==> src/rtl/tsensor_pkg.sv <==
// Shared types and default parameter values for the temperature-sensor sampler.
package tsensor_pkg;

    localparam int DATA_W        = 16;
    localparam int EN_CYCLES_DEF = 4;
    localparam int TIMEOUT_DEF   = 63;
    localparam int AVG_LOG2_DEF  = 2;

    typedef logic [DATA_W-1:0] tsdata_t;

    typedef enum logic [2:0] {
        IDLE,
        ARM,
        WAIT,
        ACC,
        OUT
    } state_t;

endpackage

==> src/rtl/tsensor_avg_acc.sv <==
// Sample accumulator for the sampler: adds one sample per add strobe and presents
// the truncated average of (accumulator + current sample) for loading on the last add.
module tsensor_avg_acc
    import tsensor_pkg::*;
#(
    parameter int AVG_LOG2 = AVG_LOG2_DEF
) (
    input  logic              clk,
    input  logic              rst,
    input  logic              clr,
    input  logic              add,
    input  logic [DATA_W-1:0] sample,
    output logic [DATA_W-1:0] avg_next
);

    // AVG_LOG2 guard bits hold 2^AVG_LOG2 full-scale samples without wrapping.
    localparam int ACC_W = DATA_W + AVG_LOG2;

    logic [ACC_W-1:0] acc_q;
    logic [ACC_W-1:0] sum;

    function automatic logic [DATA_W-1:0] trunc_avg(input logic [ACC_W-1:0] s);
        return DATA_W'(s >> AVG_LOG2);
    endfunction

    assign sum      = acc_q + ACC_W'(sample);
    assign avg_next = trunc_avg(sum);

    always_ff @(posedge clk or posedge rst) begin
        if (rst) begin
            acc_q <= '0;
        end else if (clr) begin
            acc_q <= '0;
        end else if (add) begin
            acc_q <= sum;
        end
    end

endmodule

==> src/rtl/tsensor_sampler.sv <==
// Sequences sensor conversions, averages 2^AVG_LOG2 results and hands them out via valid/ready.
// Optional threshold alarm (i_thresh/o_alarm) is built when TSENSOR_SAMPLER_ALARM_EN is defined.
module tsensor_sampler
    import tsensor_pkg::*;
#(
    parameter int EN_CYCLES = EN_CYCLES_DEF,
    parameter int TIMEOUT   = TIMEOUT_DEF,
    parameter int AVG_LOG2  = AVG_LOG2_DEF
) (
    input  logic              clk,
    input  logic              rst,
    input  logic              i_start,
    output logic              sen_en,
    input  logic              sen_valid,
    input  logic [DATA_W-1:0] sen_data,
    output logic              o_valid,
    input  logic              i_ready,
    output logic [DATA_W-1:0] o_data,
    output logic              o_busy,
`ifdef TSENSOR_SAMPLER_ALARM_EN
    input  logic [DATA_W-1:0] i_thresh,
    output logic              o_alarm,
`endif
    output logic              o_err
);

    localparam logic [7:0] EN_LAST  = 8'(EN_CYCLES - 1);
    localparam logic [7:0] TO_LAST  = 8'(TIMEOUT);
    localparam logic [4:0] SMP_LAST = 5'((1 << AVG_LOG2) - 1);

    state_t            state_q, state_d;
    logic [7:0]        cyc_q;
    logic [4:0]        smp_q;
    logic [DATA_W-1:0] sample_q;
    logic [DATA_W-1:0] avg_next;
    logic              timeout;
    logic              acc_clr;
    logic              load_out;

    always_comb begin
        state_d  = state_q;
        timeout  = 1'b0;
        acc_clr  = 1'b0;
        load_out = 1'b0;
        case (state_q)
            IDLE: if (i_start) state_d = ARM;
            ARM:  if (cyc_q == EN_LAST) state_d = WAIT;
            WAIT: begin
                // A strobe in the final wait cycle still counts as a sample.
                if (sen_valid) begin
                    state_d = ACC;
                end else if (cyc_q == TO_LAST) begin
                    state_d = IDLE;
                    timeout = 1'b1;
                    acc_clr = 1'b1;
                end
            end
            ACC: begin
                if (smp_q == SMP_LAST) begin
                    state_d  = OUT;
                    load_out = 1'b1;
                end else begin
                    state_d = ARM;
                end
            end
            OUT: begin
                if (i_ready) begin
                    state_d = IDLE;
                    acc_clr = 1'b1;
                end
            end
            default: state_d = IDLE;
        endcase
    end

    always_ff @(posedge clk or posedge rst) begin
        if (rst) begin
            state_q  <= IDLE;
            cyc_q    <= '0;
            smp_q    <= '0;
            sample_q <= '0;
            sen_en   <= 1'b0;
            o_valid  <= 1'b0;
            o_data   <= '0;
            o_err    <= 1'b0;
        end else begin
            state_q <= state_d;
            if (state_d == state_q && (state_q == ARM || state_q == WAIT)) begin
                cyc_q <= cyc_q + 8'd1;
            end else begin
                cyc_q <= '0;
            end
            if (acc_clr) begin
                smp_q <= '0;
            end else if (state_q == ACC) begin
                smp_q <= smp_q + 5'd1;
            end
            if (state_q == WAIT && sen_valid) begin
                sample_q <= sen_data;
            end
            sen_en  <= (state_d == ARM);
            o_valid <= (state_d == OUT);
            o_err   <= timeout;
            if (load_out) begin
                o_data <= avg_next;
            end
        end
    end

`ifdef TSENSOR_SAMPLER_ALARM_EN
    always_ff @(posedge clk or posedge rst) begin
        if (rst) begin
            o_alarm <= 1'b0;
        end else if (load_out) begin
            o_alarm <= (avg_next > i_thresh);
        end
    end
`endif

    assign o_busy = (state_q != IDLE);

    tsensor_avg_acc #(
        .AVG_LOG2(AVG_LOG2)
    ) u_acc (
        .clk     (clk),
        .rst     (rst),
        .clr     (acc_clr),
        .add     (state_q == ACC),
        .sample  (sample_q),
        .avg_next(avg_next)
    );

endmodule
==> config.mk <==
export PLATFORM = sky130hd
export DESIGN_NAME = tsensor_sampler
export DESIGN_NICKNAME = d
export VERILOG_FILES = /design/src/rtl/tsensor_pkg.sv /design/src/rtl/tsensor_avg_acc.sv /design/src/rtl/tsensor_sampler.sv
export SDC_FILE = /design/constraint.sdc
export NUM_CORES = 1
export LEC_CHECK = 0
export BUFFER_PORTS_ARGS = -buffer_cell sky130_fd_sc_hd__buf_2
export CAP_MARGIN = 10
export CORE_UTILIZATION = 55
export CTS_CLUSTER_DIAMETER = 120
export DETAILED_ROUTE_END_ITERATION = 7
export HOLD_SLACK_MARGIN = 0.03
export PLACE_DENSITY = 0.75
export SETUP_SLACK_MARGIN = 0.02
export SLEW_MARGIN = 10
export SYNTH_ARGS = -nofsm -noshare
export SYNTH_HDL_FRONTEND = slang
export SYNTH_HIERARCHICAL = 1
export SYNTH_SLANG_ARGS = --single-unit
==> constraint.sdc <==
create_clock -name clk -period 3.2 [get_ports clk]
set_input_delay 0.64 -clock clk [delete_from_list [all_inputs] [get_ports clk]]
set_output_delay 0.64 -clock clk [all_outputs]
set_load 0.01 [all_outputs]
==> After elaboration in Yosys (flattened, before gate mapping) <==
Cells that the tools add are included.
{ "word_totals": {"inputBits": 21, "latch_bits": 0, "regBits": 69, "elab_cells": 47, "memories": 0, "romBits": 0, "mem_bits_rw": 0, "output_inout_bits": 20} }
{ "classes": {"add_sub_neg": 3, "muxes": 19, "shifts": 0, "n_lt_le_gt_ge": 0, "div_mod_pow": 0, "n_reduce_logical": 6, "eq_ne": 10, "n_mul": 0, "bitwise": 0} }
{ "ops": {"columns": ["op", "count"], "rows": [
  ["$mux 18", 2],
  ["$add 18x16->18", 1],
  ["$mux 3", 6],
  ["$pmux 3 s5", 1],
  ["$mux 5", 2],
  ["$add 8x1->8 const B", 1],
  ["$eq 8x2->1 const B", 1],
  ["$eq 8x6->1 const B", 1],
  ["$mux 8", 1],
  ["$eq 3x1->1 const B", 2],
  ["$eq 3x2->1 const B", 2],
  ["$eq 3x3->1 const B", 2],
  ["$mux 1", 6],
  ["$add 5x1->5 const B", 1],
  ["$eq 5x2->1 const B", 1],
  ["$eq 3x3->1", 1],
  ["$logic_not 3->1", 1],
  ["$reduce_bool 3->1", 1],
  ["$logic_and 1x1->1", 2],
  ["$pmux 1 s2", 1],
  ["$reduce_bool 2->1", 1],
  ["$logic_or 1x1->1", 1]
]} }

==> Longest topological paths before layout <==
{ "depth": {"ltp_word": 7, "ltp_mapped": 9, "mapped_depth_nobuf": 9} }

==> Cells and area by module <==
The synthesis kept the hierarchy.
{ "by_module_without_submodules": {"columns": ["mod", "instances", "seq_area_each_um2", "area_each_um2", "cells_each"], "rows": [
  ["tsensor_sampler", 1, 1276.2, 2283.4, 162],
  ["tsensor_avg_acc", 1, 450.4, 1674.1, 186]
]} }

==> Worst setup path before layout <==
No wires, ideal clock.
{ "synth_timing": {"path_kind": "reg-to-reg", "start": "register sample_q[0]", "end": "register o_data[14]", "arrival_ns": 2.381, "setup_time_ns": 0.128, "stages_incl_launch_ff": 10, "path_slack_ns": 0.691, "synth_period_minus_slack_ns": 2.509, "required_ns": 3.072, "path_buffers": 0, "cell_sequence": "dfrtp_1 > ha_1 > fa_1 > a21o_2 > a221oi_4 > o21ai_2 > a211o_1 > a21oi_1 > xnor2_1 > mux2_1"} }
{ "synth_via": {"elab_chain_len": 1} }
{ "synth_rtl": {"columns": ["item", "line_no", "source"], "rows": [
  ["start, declared", "tsensor_sampler.sv:34", "logic [DATA_W-1:0] sample_q;"],
  ["start signal, assigned", "tsensor_sampler.sv:99", "sample_q <= sen_data;"],
  ["$add 18x16->18", "tsensor_avg_acc.sv:26", "assign sum = acc_q + ACC_W'(sample);"],
  ["net avg_next[14]", "tsensor_sampler.sv:35", "logic [DATA_W-1:0] avg_next;"],
  ["end signal, assigned", "tsensor_sampler.sv:105", "o_data <= avg_next;"],
  ["end, declared", "tsensor_sampler.sv:18", "output logic [DATA_W-1:0] o_data,"]
]} }
The timed path passes the listed nets, and every way through them passes these cells.
A chain may end at the register's enable or synchronous reset.

==> Worst setup path after layout <==
Ends and elaborated chain as after synthesis.

==> metrics.json <==
{
  "worst_setup_path": {
    "required_time_at_the_endpoint_of_the_critical_path_ps": 3420,
    "slowest_delay_ps": 410,
    "crit-reg2reg-capture": "o_data[14]",
    "cp_data_arrival_time_ps": 2920,
    "timing.rr.start": "sample_q[0]",
    "timing.critical_path.cells": "ha_1, fa_1, a21o_2, a221oi_4, o21ai_2, a211o_1, a21oi_1, xnor2_1, mux2_1",
    "end_kind": "flip-flop",
    "crit_path_top_delay_cell": "fa_1",
    "timing.reg2reg.setup_slack_ps": 500,
    "setup.worst_path.class": "reg2reg",
    "reg2reg_depth": 9,
    "crit_path_max_fanout": 3,
    "critPathLaunchType": "flip-flop"
  },
  "power": {
    "max-vdd-ir-drop_v": 0.0003396,
    "leakage_power_total_nw": 2.089,
    "power_density_nw_per_um2": 833.2
  },
  "global_routing": {
    "grt_max_degree": 52,
    "grt_first_pass_wirelength_um": 13570,
    "global_route.usage.total_pct": 23.63,
    "first_global_vias": 2808,
    "grt_overflow": 0,
    "grt_antenna_before_repair": 0
  },
  "logic_synthesis": {
    "synthesized_nets": 388,
    "synthCells": 348,
    "number_of_enable_type_register_cells_in_the_synthesized_netlist": 0,
    "synthFlopType": "dfrtp_1",
    "synth-async-reset-ratio_pct": 100.0,
    "syn-cell-area_um2": 3958,
    "postSynthAreaPerCell_um2": 11.37,
    "synth_seq_cells": 69,
    "ys_types": 71,
    "synth_sequential_area_ratio_pct": 43.63,
    "synth_warn": 6
  },
  "placed_design": {
    "dp_hpwl_um": 5490,
    "place_congestion": 0.8097,
    "placed_area_um2": 4224,
    "place.port_buffers": 40,
    "place.detailed.instances": 472
  },
  "route": {
    "vias": 2750,
    "dr.pass1.iters": 4,
    "routed_wirelength_um": 7884,
    "drt-vias-per-instance": 5.635,
    "detail_route.drc_violations": 0,
    "post_drt_wl_per_cell_um": 16.16,
    "drt.antenna.violating_nets": 0,
    "first_iter_violations": 164
  },
  "run": {
    "max_cap_violations": 0
  },
  "layout": {
    "diodes": 0,
    "finish.instance_area_um2": 4425,
    "final_cell_count_no_fill": 488,
    "final_common_cell": "dfrtp_1",
    "post_route_cells_drive_above_1_share_pct": 27.81,
    "num-nets-final": 427,
    "mostFrequentLayoutCells": "69 x dfrtp_1, 40 x buf_2, 33 x nor2_1",
    "num-fill-cells": 556,
    "syn2layout_area_growth_pct": 11.82
  },
  "sta": {
    "fin_worst_skew_ps": 11.87,
    "max_freq_mhz": 371.0,
    "timing.final.crit_period_ps": 2696,
    "timing_hold_violations_final": 0,
    "max-slew-margin-rel_pct": 40.20,
    "setup_viol_count_final": 0,
    "setup-tns-final_ps": 0,
    "finalMaxSlewViolations": 0,
    "unrepaired_setup_endpoints_after_global_routing": "false",
    "tightest_slew_ps": 897.1,
    "timing.final.crit_share_pct": 84.24
  },
  "cts": {
    "tritoncts": "yes",
    "h-tree-depth": 3,
    "post-cts-setup-buffers": 0,
    "root_buffer": "clkbuf_8",
    "hold_buffers": 0,
    "clock_latency_ps": 350,
    "clock_sink_count": 69,
    "cts.path.max_buffers": 2,
    "cts.reportedPaths.clkPinSlew_ps": 80,
    "cts_repair_resize_count": 0,
    "cts_made_buffers": 9
  },
  "floorplan": {
    "design.portCount": 41,
    "num_rows": 30,
    "initial_utilization_pct": 57.61,
    "floorplan.core_area_um2": 6869,
    "die-area_um2": 7539,
    "dieWidth_um": 86.83,
    "die_y_um": 86.83
  },
  "min_path": {
    "hold_class": "in2async"
  },
  "outcome": {
    "outcome": "completed"
  }
}
cells in the mapped netlist, types with 3 or more instances:
| cell type | n | share of area, % |
|---|---|---|
| mux2i_1 | 10 | 2.5 |
| and4_1 | 3 | 0.66 |
| nor3b_1 | 4 | 0.76 |
| nor2_1 | 33 | 3.1 |
| dfrtp_1 | 69 | 44 |
| clkbuf_1 | 5 | 0.47 |
| mux2_4 | 8 | 3.0 |
| xor2_1 | 14 | 3.1 |
| o21ai_0 | 10 | 1.3 |
| nor2b_1 | 7 | 1.1 |
| inv_1 | 7 | 0.66 |
| buf_4 | 4 | 0.76 |
| xnor2_1 | 12 | 2.7 |
| buf_2 | 4 | 0.51 |
| a21o_1 | 5 | 0.95 |
| nand4_1 | 6 | 0.95 |
| a21oi_1 | 13 | 1.6 |
| mux2_2 | 16 | 4.6 |
| mux2_1 | 9 | 2.6 |
| a211o_1 | 3 | 0.66 |
| buf_6 | 3 | 0.85 |
| nand3_1 | 9 | 1.1 |
| nor3_1 | 4 | 0.51 |
| a211oi_1 | 3 | 0.57 |
| ha_1 | 18 | 5.7 |
| nand2_1 | 14 | 1.3 |
power by group:
group | total (W) | internal (W) | switching (W) | leakage [nW]
combinational | 0.00167 | 0.000742 | 0.000933 | 1.12
sequential | 0.00129 | 0.00110 | 0.000194 | 0.877
clock | 0.000720 | 0.000378 | 0.000342 | 0.0943
total | 0.00369 | 0.00222 | 0.00147 | 2.09
through the flow:
step	setup WS [ps]	total power, W	utilization [%]	hold slack (ps)
final	504.4	0.003687	64.43	450.8
after CTS	498.1	0.003708	64.41	471.7
after floorplan	691.3	0.002615	-	464.9
after global routing	377.1	0.003974	64.43	503.2
after global placement	609.3	0.002917	61.49	470.9
after detailed placement	519.9	0.002971	61.49	476.1
layout make-up:
cell class	count	area, µm²	area share [%]
clock inverters	6	62.56	1.414
well taps	96	120.1	2.714
clock buffers	10	137.6	3.110
flip-flops and latches	69	1727	39.02
inverters	7	27.53	0.6220
multi-input cells	255	2113	47.75
repair buffers	45	237.7	5.372
how the worst max path moves through the flow:
stage | startpoint | endpoint | slack, ps | depth (start not counted)
2_1_floorplan | sample_q[0] | o_data[14] | 690 | 9
3_5_place_dp | sample_q[0] | o_data[14] | 520 | 9
6_report | sample_q[0] | o_data[14] | 500 | 9
3_3_place_gp | sample_q[0] | o_data[14] | 610 | 9
5_1_grt | sample_q[0] | o_data[14] | 380 | 9
4_1_cts | sample_q[0] | o_data[14] | 500 | 9
flip-flops by register name, indices dropped and copies added (netlist names):
register,cells
smp_q,5
cyc_q,8
o_data,16
sen_en,1
state_q,3
u_acc/acc_q,18
o_err,1
o_valid,1
sample_q,16
critical path, delay by kind of cell (launching register included):
| kind | cells | cell delay (ps) |
|---|---|---|
| AO/OA/AOI/OAI | 5 | 1180 |
| adder cells (fa/ha/maj) | 2 | 640 |
| flip-flops | 1 | 390 |
| multiplexers | 1 | 280 |
| XOR/XNOR | 1 | 90 |
metal layers:
layer | vias up | track usage, % | part of all wire (%)
li1 | 1340 | - | -
met1 | 1341 | 32.86 | 49
met2 | 65 | 37.08 | 47
met3 | 4 | 5.143 | 4.0
met4 | 0 | 6.970 | 0.67
met5 | - | 0 | 0
kinds of logic (layout without fill, tap and decap cells):
kind of cell,Yosys count,count (layout),share of synthesized area (%)
adder cells (fa/ha/maj),19,19,6.197
XOR/XNOR,26,26,5.754
buffers and inverters,24,68,3.351
AND/OR/NAND/NOR,104,104,15.24
multiplexers,43,43,12.68
flip-flops,69,69,43.63
AO/OA/AOI/OAI,63,63,13.15
Power figures use the tool's default switching activity.
